## src/rtl/io_stage.sv

```systemverilog
// ----------------------------------------------------------------------------
// io_stage : memory-return stage of the five-stage MIPS pipeline (EX -> WB).
//
// Latches the EX result bus, captures synchronous data-SRAM read data for
// loads (buffered so it survives WB back-pressure), owns the HI/LO
// architectural registers and produces the WB bus plus a two-deep forwarding
// bus back to ID.
//
// Optional feature macro: CPU_HILO_EN
//   defined   -> HI/LO registers, multiply/divide/MTHI/MTLO commit and
//                MFHI/MFLO result selection are built.
//   undefined -> no HI/LO state; MFHI/MFLO simply return alu_result.
//
// Ports:
//   clock               sole clock, rising edge
//   reset_n             asynchronous active-low reset
//   ex_to_io_bus        EX result payload, .valid qualifies
//   io_allow_in         stage can accept ex_to_io_bus this cycle
//   wb_allow_in         WB accepts io_to_wb_bus this cycle
//   data_ram_read_data  SRAM read data, valid in a load's first IO cycle
//   io_to_wb_bus        result towards WB
//   io_to_id_back_pass  forwarding info: current IO instr and instr in WB
// ----------------------------------------------------------------------------

package cpu_core_params;
  localparam int CPU_DATA_WIDTH = 32;
endpackage

package ex_stage_params;
  localparam int W = cpu_core_params::CPU_DATA_WIDTH;

  typedef struct packed {
    logic           valid;
    logic [W-1:0]   program_count;
    logic [W-1:0]   alu_result;
    logic [W-1:0]   source_register_data;
    logic           result_is_from_memory;
    logic           high_low_write;
    logic           result_high;
    logic           result_low;
    logic           multiply_valid;
    logic [2*W-1:0] multiply_product;
    logic           divide_valid;
    logic           divide_result_valid;
    logic [W-1:0]   divide_quotient;
    logic [W-1:0]   divide_remainder;
    logic [4:0]     destination_register;
    logic           register_write;
  } EXToIOData;
endpackage

package io_stage_params;
  localparam int W = cpu_core_params::CPU_DATA_WIDTH;

  typedef struct packed {
    logic         valid;
    logic [W-1:0] program_count;
    logic [W-1:0] final_result;
    logic [4:0]   register_file_address;
    logic         register_file_write_enabled;
  } IOToWBData;

  typedef struct packed {
    logic         valid;
    logic [4:0]   write_register;
    logic [W-1:0] write_data;
    logic         previous_valid;
    logic [4:0]   previous_write_register;
    logic [W-1:0] previous_write_data;
  } IOToIDBackPassData;
endpackage

module io_stage #(
  parameter int CPU_DATA_WIDTH = 32
) (
  input  logic                                clock,
  input  logic                                reset_n,
  input  ex_stage_params::EXToIOData          ex_to_io_bus,
  output logic                                io_allow_in,
  input  logic                                wb_allow_in,
  input  logic [31:0]                         data_ram_read_data,
  output io_stage_params::IOToWBData          io_to_wb_bus,
  output io_stage_params::IOToIDBackPassData  io_to_id_back_pass
);

  ex_stage_params::EXToIOData r_payload;
  logic                       r_io_valid;
  logic                       r_first_cycle;
  logic [CPU_DATA_WIDTH-1:0]  r_load_buffer;
  logic                       r_prev_valid;
  logic [4:0]                 r_prev_write_register;
  logic [CPU_DATA_WIDTH-1:0]  r_prev_write_data;

  logic                       w_allow_in;
  logic                       w_fire;
  logic                       w_enter;
  logic                       w_bp_valid;
  logic [CPU_DATA_WIDTH-1:0]  w_load_data;
  logic [CPU_DATA_WIDTH-1:0]  w_final_result;

  // io_ready_go is constantly 1, so the handshake reduces to these terms.
  assign w_allow_in = !r_io_valid || wb_allow_in;
  assign w_fire     = r_io_valid && wb_allow_in;
  assign w_enter    = ex_to_io_bus.valid && w_allow_in;
  assign w_bp_valid = r_io_valid && r_payload.register_write;

  // first_cycle marks the single cycle in which SRAM read data is live.
  always_ff @(posedge clock or negedge reset_n) begin
    if (!reset_n) begin
      r_io_valid    <= 1'b0;
      r_first_cycle <= 1'b0;
      r_payload     <= '0;
    end else begin
      if (w_allow_in) r_io_valid <= ex_to_io_bus.valid;
      if (w_enter)    r_payload  <= ex_to_io_bus;
      r_first_cycle <= w_enter;
    end
  end

  // A load that cannot leave in its first cycle keeps its SRAM data here.
  always_ff @(posedge clock or negedge reset_n) begin
    if (!reset_n) begin
      r_load_buffer <= '0;
    end else if (r_first_cycle && r_payload.result_is_from_memory && !w_fire) begin
      r_load_buffer <= data_ram_read_data;
    end
  end

  assign w_load_data = r_first_cycle ? data_ram_read_data : r_load_buffer;

`ifdef CPU_HILO_EN
  logic [CPU_DATA_WIDTH-1:0] r_hi;
  logic [CPU_DATA_WIDTH-1:0] r_lo;

  // Commit on the writer's fire edge so a directly following MFHI/MFLO
  // already sees the new value.
  always_ff @(posedge clock or negedge reset_n) begin
    if (!reset_n) begin
      r_hi <= '0;
      r_lo <= '0;
    end else if (w_fire && r_payload.high_low_write) begin
      if (r_payload.multiply_valid) begin
        r_hi <= r_payload.multiply_product[2*CPU_DATA_WIDTH-1:CPU_DATA_WIDTH];
        r_lo <= r_payload.multiply_product[CPU_DATA_WIDTH-1:0];
      end else if (r_payload.divide_valid && r_payload.divide_result_valid) begin
        r_lo <= r_payload.divide_quotient;
        r_hi <= r_payload.divide_remainder;
      end else if (r_payload.result_high) begin
        r_hi <= r_payload.source_register_data;
      end else if (r_payload.result_low) begin
        r_lo <= r_payload.source_register_data;
      end
    end
  end

  logic w_unused_fields;
  assign w_unused_fields = r_payload.valid;
`else
  logic w_unused_fields;
  assign w_unused_fields = ^{r_payload.valid, r_payload.source_register_data,
                             r_payload.high_low_write, r_payload.result_high,
                             r_payload.result_low, r_payload.multiply_valid,
                             r_payload.multiply_product, r_payload.divide_valid,
                             r_payload.divide_result_valid, r_payload.divide_quotient,
                             r_payload.divide_remainder};
`endif

  // Result select: memory first, then MFHI/MFLO (only when HI/LO exists).
  always_comb begin
    w_final_result = r_payload.alu_result;
    if (r_payload.result_is_from_memory) begin
      w_final_result = w_load_data;
    end
`ifdef CPU_HILO_EN
    else if (!r_payload.high_low_write && r_payload.result_high) begin
      w_final_result = r_hi;
    end else if (!r_payload.high_low_write && r_payload.result_low) begin
      w_final_result = r_lo;
    end
`endif
  end

  // Previous-stage forwarding entry mirrors whatever now sits in WB.
  always_ff @(posedge clock or negedge reset_n) begin
    if (!reset_n) begin
      r_prev_valid          <= 1'b0;
      r_prev_write_register <= '0;
      r_prev_write_data     <= '0;
    end else if (wb_allow_in) begin
      if (w_fire) begin
        r_prev_valid          <= w_bp_valid;
        r_prev_write_register <= r_payload.destination_register;
        r_prev_write_data     <= w_final_result;
      end else begin
        r_prev_valid <= 1'b0;
      end
    end
  end

  assign io_allow_in = w_allow_in;

  always_comb begin
    io_to_wb_bus                             = '0;
    io_to_wb_bus.valid                       = r_io_valid;
    io_to_wb_bus.program_count               = r_payload.program_count;
    io_to_wb_bus.final_result                = w_final_result;
    io_to_wb_bus.register_file_address       = r_payload.destination_register;
    io_to_wb_bus.register_file_write_enabled = r_payload.register_write;
  end

  always_comb begin
    io_to_id_back_pass                         = '0;
    io_to_id_back_pass.valid                   = w_bp_valid;
    io_to_id_back_pass.write_register          = r_payload.destination_register;
    io_to_id_back_pass.write_data              = w_final_result;
    io_to_id_back_pass.previous_valid          = r_prev_valid;
    io_to_id_back_pass.previous_write_register = r_prev_write_register;
    io_to_id_back_pass.previous_write_data     = r_prev_write_data;
  end

endmodule

```

## config.mk

```make
export PLATFORM = sky130hd
export DESIGN_NAME = io_stage
export DESIGN_NICKNAME = d
export VERILOG_FILES = /design/src/rtl/io_stage.sv
export SDC_FILE = /design/constraint.sdc
export NUM_CORES = 1
export LEC_CHECK = 0
export BUFFER_PORTS_ARGS = -buffer_cell sky130_fd_sc_hd__buf_4
export CAP_MARGIN = 20
export CORE_AREA = 2 2 164 166
export DETAILED_ROUTE_END_ITERATION = 10
export DIE_AREA = 0 0 166 168
export GPL_TIMING_DRIVEN = 0
export SYNTH_ARGS = -nofsm -noshare
export SYNTH_HDL_FRONTEND = slang
export SYNTH_SLANG_ARGS = --single-unit
```

## constraint.sdc

```tcl
create_clock -name clock -period 1.4 [get_ports clock]
set_input_delay 0.07 -clock clock [delete_from_list [all_inputs] [get_ports clock]]
set_output_delay 0.07 -clock clock [all_outputs]
set_load 0.005 [all_outputs]
```

==> flow_metrics.tcl <==
set metrics [dict create \
    drive_gt1_frac 0.6823 \
    cp_slowest_stage_delay_ps 390 \
    path_delay_family "buffers and inverters" \
    crit_type "flip-flop to output pin" \
    swShare 0.2865 \
    core_mm2 0.02635 \
    power.density_mw_per_mm2 1394 \
    worstPathArrival_ps 1750 \
    yosysTopAreaCell "dfrtp_1" \
    syn_avg_cell_area_um2 13.60 \
    synth_seq_area_share 0.5360 \
    io_buffers 254 \
    place_congestion 0.7311 \
    insertion_delay_ps 420 \
    dieArea_mm2 0.02789 \
    cts.sinks 143 \
    seqPwrFrac 0.337 \
    setup_violations 151 \
    violations "negative setup slack" \
    maxCapViolCount 0 \
    relSlewSlack 0.5582 \
    multi_input_area_mm2 0.002907 \
    slowest_stage "dfrtp_1" \
    cts_tree "yes" \
    htreeDepth 4 \
    grt_use_total 0.1494 \
    synth_top_cell_area_share 0.5360 \
    worstPathMaxFanout 8 \
    hold_class "input pin to flip-flop" \
    critPathCaptureType "output pin" \
    final_common_cell "buf_4" \
    grt_pass1_vias 5678 \
    power_frac_comb 0.371 \
    synth_cells 491 \
    grt_overflow 0 \
    initialDrtViolationCount 133 \
    start_util 0.2534 \
    routed_wl_um 21260 \
    crit_buf_inv 4 \
    finalHoldViolations 0 \
    power.leakage_uw 0.005548 \
    io_pins 421 \
    cts_root_buffer "clkbuf_16" \
    finalMaxSlewViolations 0 \
    ys_warn_count 0 \
    tightest_slew_ps 662.7 \
    synth_cell_type_count 16 \
    rows 60 \
    vias 5253 \
    final_cell_mix "buf_4 (294), dfrtp_1 (143), mux2_2 (109)" \
    final.period_utilization 1.301 \
    critical_path_depth 6 \
    dpl.cell_count 1087 \
    synth_area_mm2 0.006676 \
    crit_required_ps 1330 \
    start_kind "flip-flop" \
    wire_per_inst_um 16.92 \
    cp_cell_sequence "buf_12 > clkbuf_16 > mux2i_4 > a21oi_4 > buf_6 > buf_6" \
    switchingPower_uw 4869 \
    syn_nets 764 \
    fp.dieW_um 166 \
    syn2layout_area_growth_pct 82.57 \
    final_antenna_net_count 0 \
    diodes 0 \
    register_area_mm2 0.003578 \
    pwr-share-clk 0.291 \
    rsz0062_at_grt "true" \
    finalCriticalPeriod_ps 1821 \
    hpwl_um 13640 \
    drc 0 \
    cts_buffer_depth 2 \
    path_clk_slew_ps 70 \
    stdcell_count 1257 \
    nNetsFinal 1176 \
    fin_worst_skew_ps 12.95 \
    grt_max_degree 78 \
    die_h_um 168 \
    synth-seq-cells 143 \
    fmax_mhz 549.0 \
    cp_common_cell "buf_6" \
    drt-vias-per-instance 4.179 \
    reg2reg_depth 7 \
    grt_pass1_wl_um 32330 \
    dr.pass1.iters 4 \
    outcome "finished, violations left" \
    utilization 0.4626 \
    fin_ws_ps -421.5 \
    grt_antenna_before_repair 0 \
    whs_path_depth 3 \
    synth_area_leaders "dfrtp_1 (54%), mux2_2 (19%), buf_4 (9.9%), mux2_4 (6.7%), mux2i_1 (4.8%)" \
    p_int_uw 12130 \
    ir_drop_mv 0.5741 \
    cts_buffers 17 \
    fillCellCount 2395 \
]
-- synth_stat cells --
library cell,count
dfrtp_1,143
mux2_2,111
buf_4,88
a21oi_1,32
mux2i_1,32
nor2_1,32
mux2_4,30
buf_2,12
buf_6,3
nand2b_1,2
and2_1,1
and3_1,1
clkbuf_1,1
inv_1,1
nand2_1,1
nand2_2,1
-- metrics by stage --
stage	TNS, ps	power (uW)	hold WS [ps]	setup slack, ps	cell area, um2
3_3_place_gp	-119770	10420	281.0	-555.3	9010
3_5_place_dp	-41780	10520	124.6	-389.2	9041
5_1_grt	-43970	17880	85.14	-495.1	12190
2_1_floorplan	0	8031	-225.6	57.90	6676
4_1_cts	-33260	16710	10.86	-445.0	11680
6_report	-33100	16990	99.42	-421.5	12190
-- final cells by class --
class                           count  share of cell area
Timing Repair Buffer              391              0.2951
Buffer                            104             0.08622
Clock buffer                       17             0.03490
Clock inverter                     15             0.01642
Sequential cell                   143              0.2936
Inverter                            1           0.0003079
Multi-Input combinational cell    245              0.2385
Tap cell                          341             0.03500
-- power by group through the flow --
stage,logic (uW),registers [uW],clock network [uW]
2_1_floorplan,2440,5590,0
4_1_cts,5960,5670,5080
3_5_place_dp,4840,5680,0
3_3_place_gp,4780,5640,0
5_1_grt,6760,5850,5270
6_report,6310,5730,4950
-- flip-flops by register name, indices dropped and copies added, names as in the netlist --
signal,cells
r_prev_write_data,32
io_to_id_back_pass,5
io_to_wb_bus,33
r_first_cycle,1
r_io_valid,1
r_load_buffer,32
r_prev_valid,1
r_payload,33
r_prev_write_register,5
-- path summary, 6_finish.rpt --
check / from / endpoint / slack, ps
min in group asynchronous: reset_n / r_load_buffer[19]$_DFFE_PN0P_ / 220
min reg2reg: r_prev_write_data[2]$_DFFE_PN0P_ / r_prev_write_data[2]$_DFFE_PN0P_ / 510
min: wb_allow_in / r_io_valid$_DFFE_PN0P_ / 100
max in group asynchronous: reset_n / r_first_cycle$_DFF_PN0_ / 330
max: r_first_cycle$_DFF_PN0_ / io_to_wb_bus[34] / -420
max reg2reg: r_first_cycle$_DFF_PN0_ / r_load_buffer[13]$_DFFE_PN0P_ / -300
-- metal layers --
metal | vias to the layer above | wire (um) | global-route usage
li1 | 2457 | - | -
met1 | 2595 | 9488 | 0.1907
met2 | 188 | 10200 | 0.2464
met3 | 13 | 1404 | 0.04772
met4 | 0 | 166 | 0.03743
met5 | - | 0 | 0
-- logic make-up (layout without fill, tap and decap cells) --
| kind of cell | count (synthesis) | in the layout | synth area share |
|---|---|---|---|
| AOI/OAI and AO/OA | 32 | 32 | 0.02399 |
| buffers and inverters | 105 | 528 | 0.1141 |
| DFF | 143 | 143 | 0.5360 |
| muxes | 173 | 173 | 0.3027 |
| and+or+nand+nor | 38 | 40 | 0.02324 |
-- tightest hold or removal path, delay by kind of cell --
kind	cells	cell delay (ps)
and+or+nand+nor	2	320
buffers and inverters	1	90
-- timing repair --
action / 4_1_cts / 5_1_grt
hold endpoints to repair: 171 / 0
pin swaps: 19 / 21
gates cloned: 5 / 7
endpoints found under the setup margin: 201 / 185
buffers inserted: 15 / 6
resized for setup: 166 / 62
hold buffers: 106 / 0
Power figures use the tool's default switching activity.
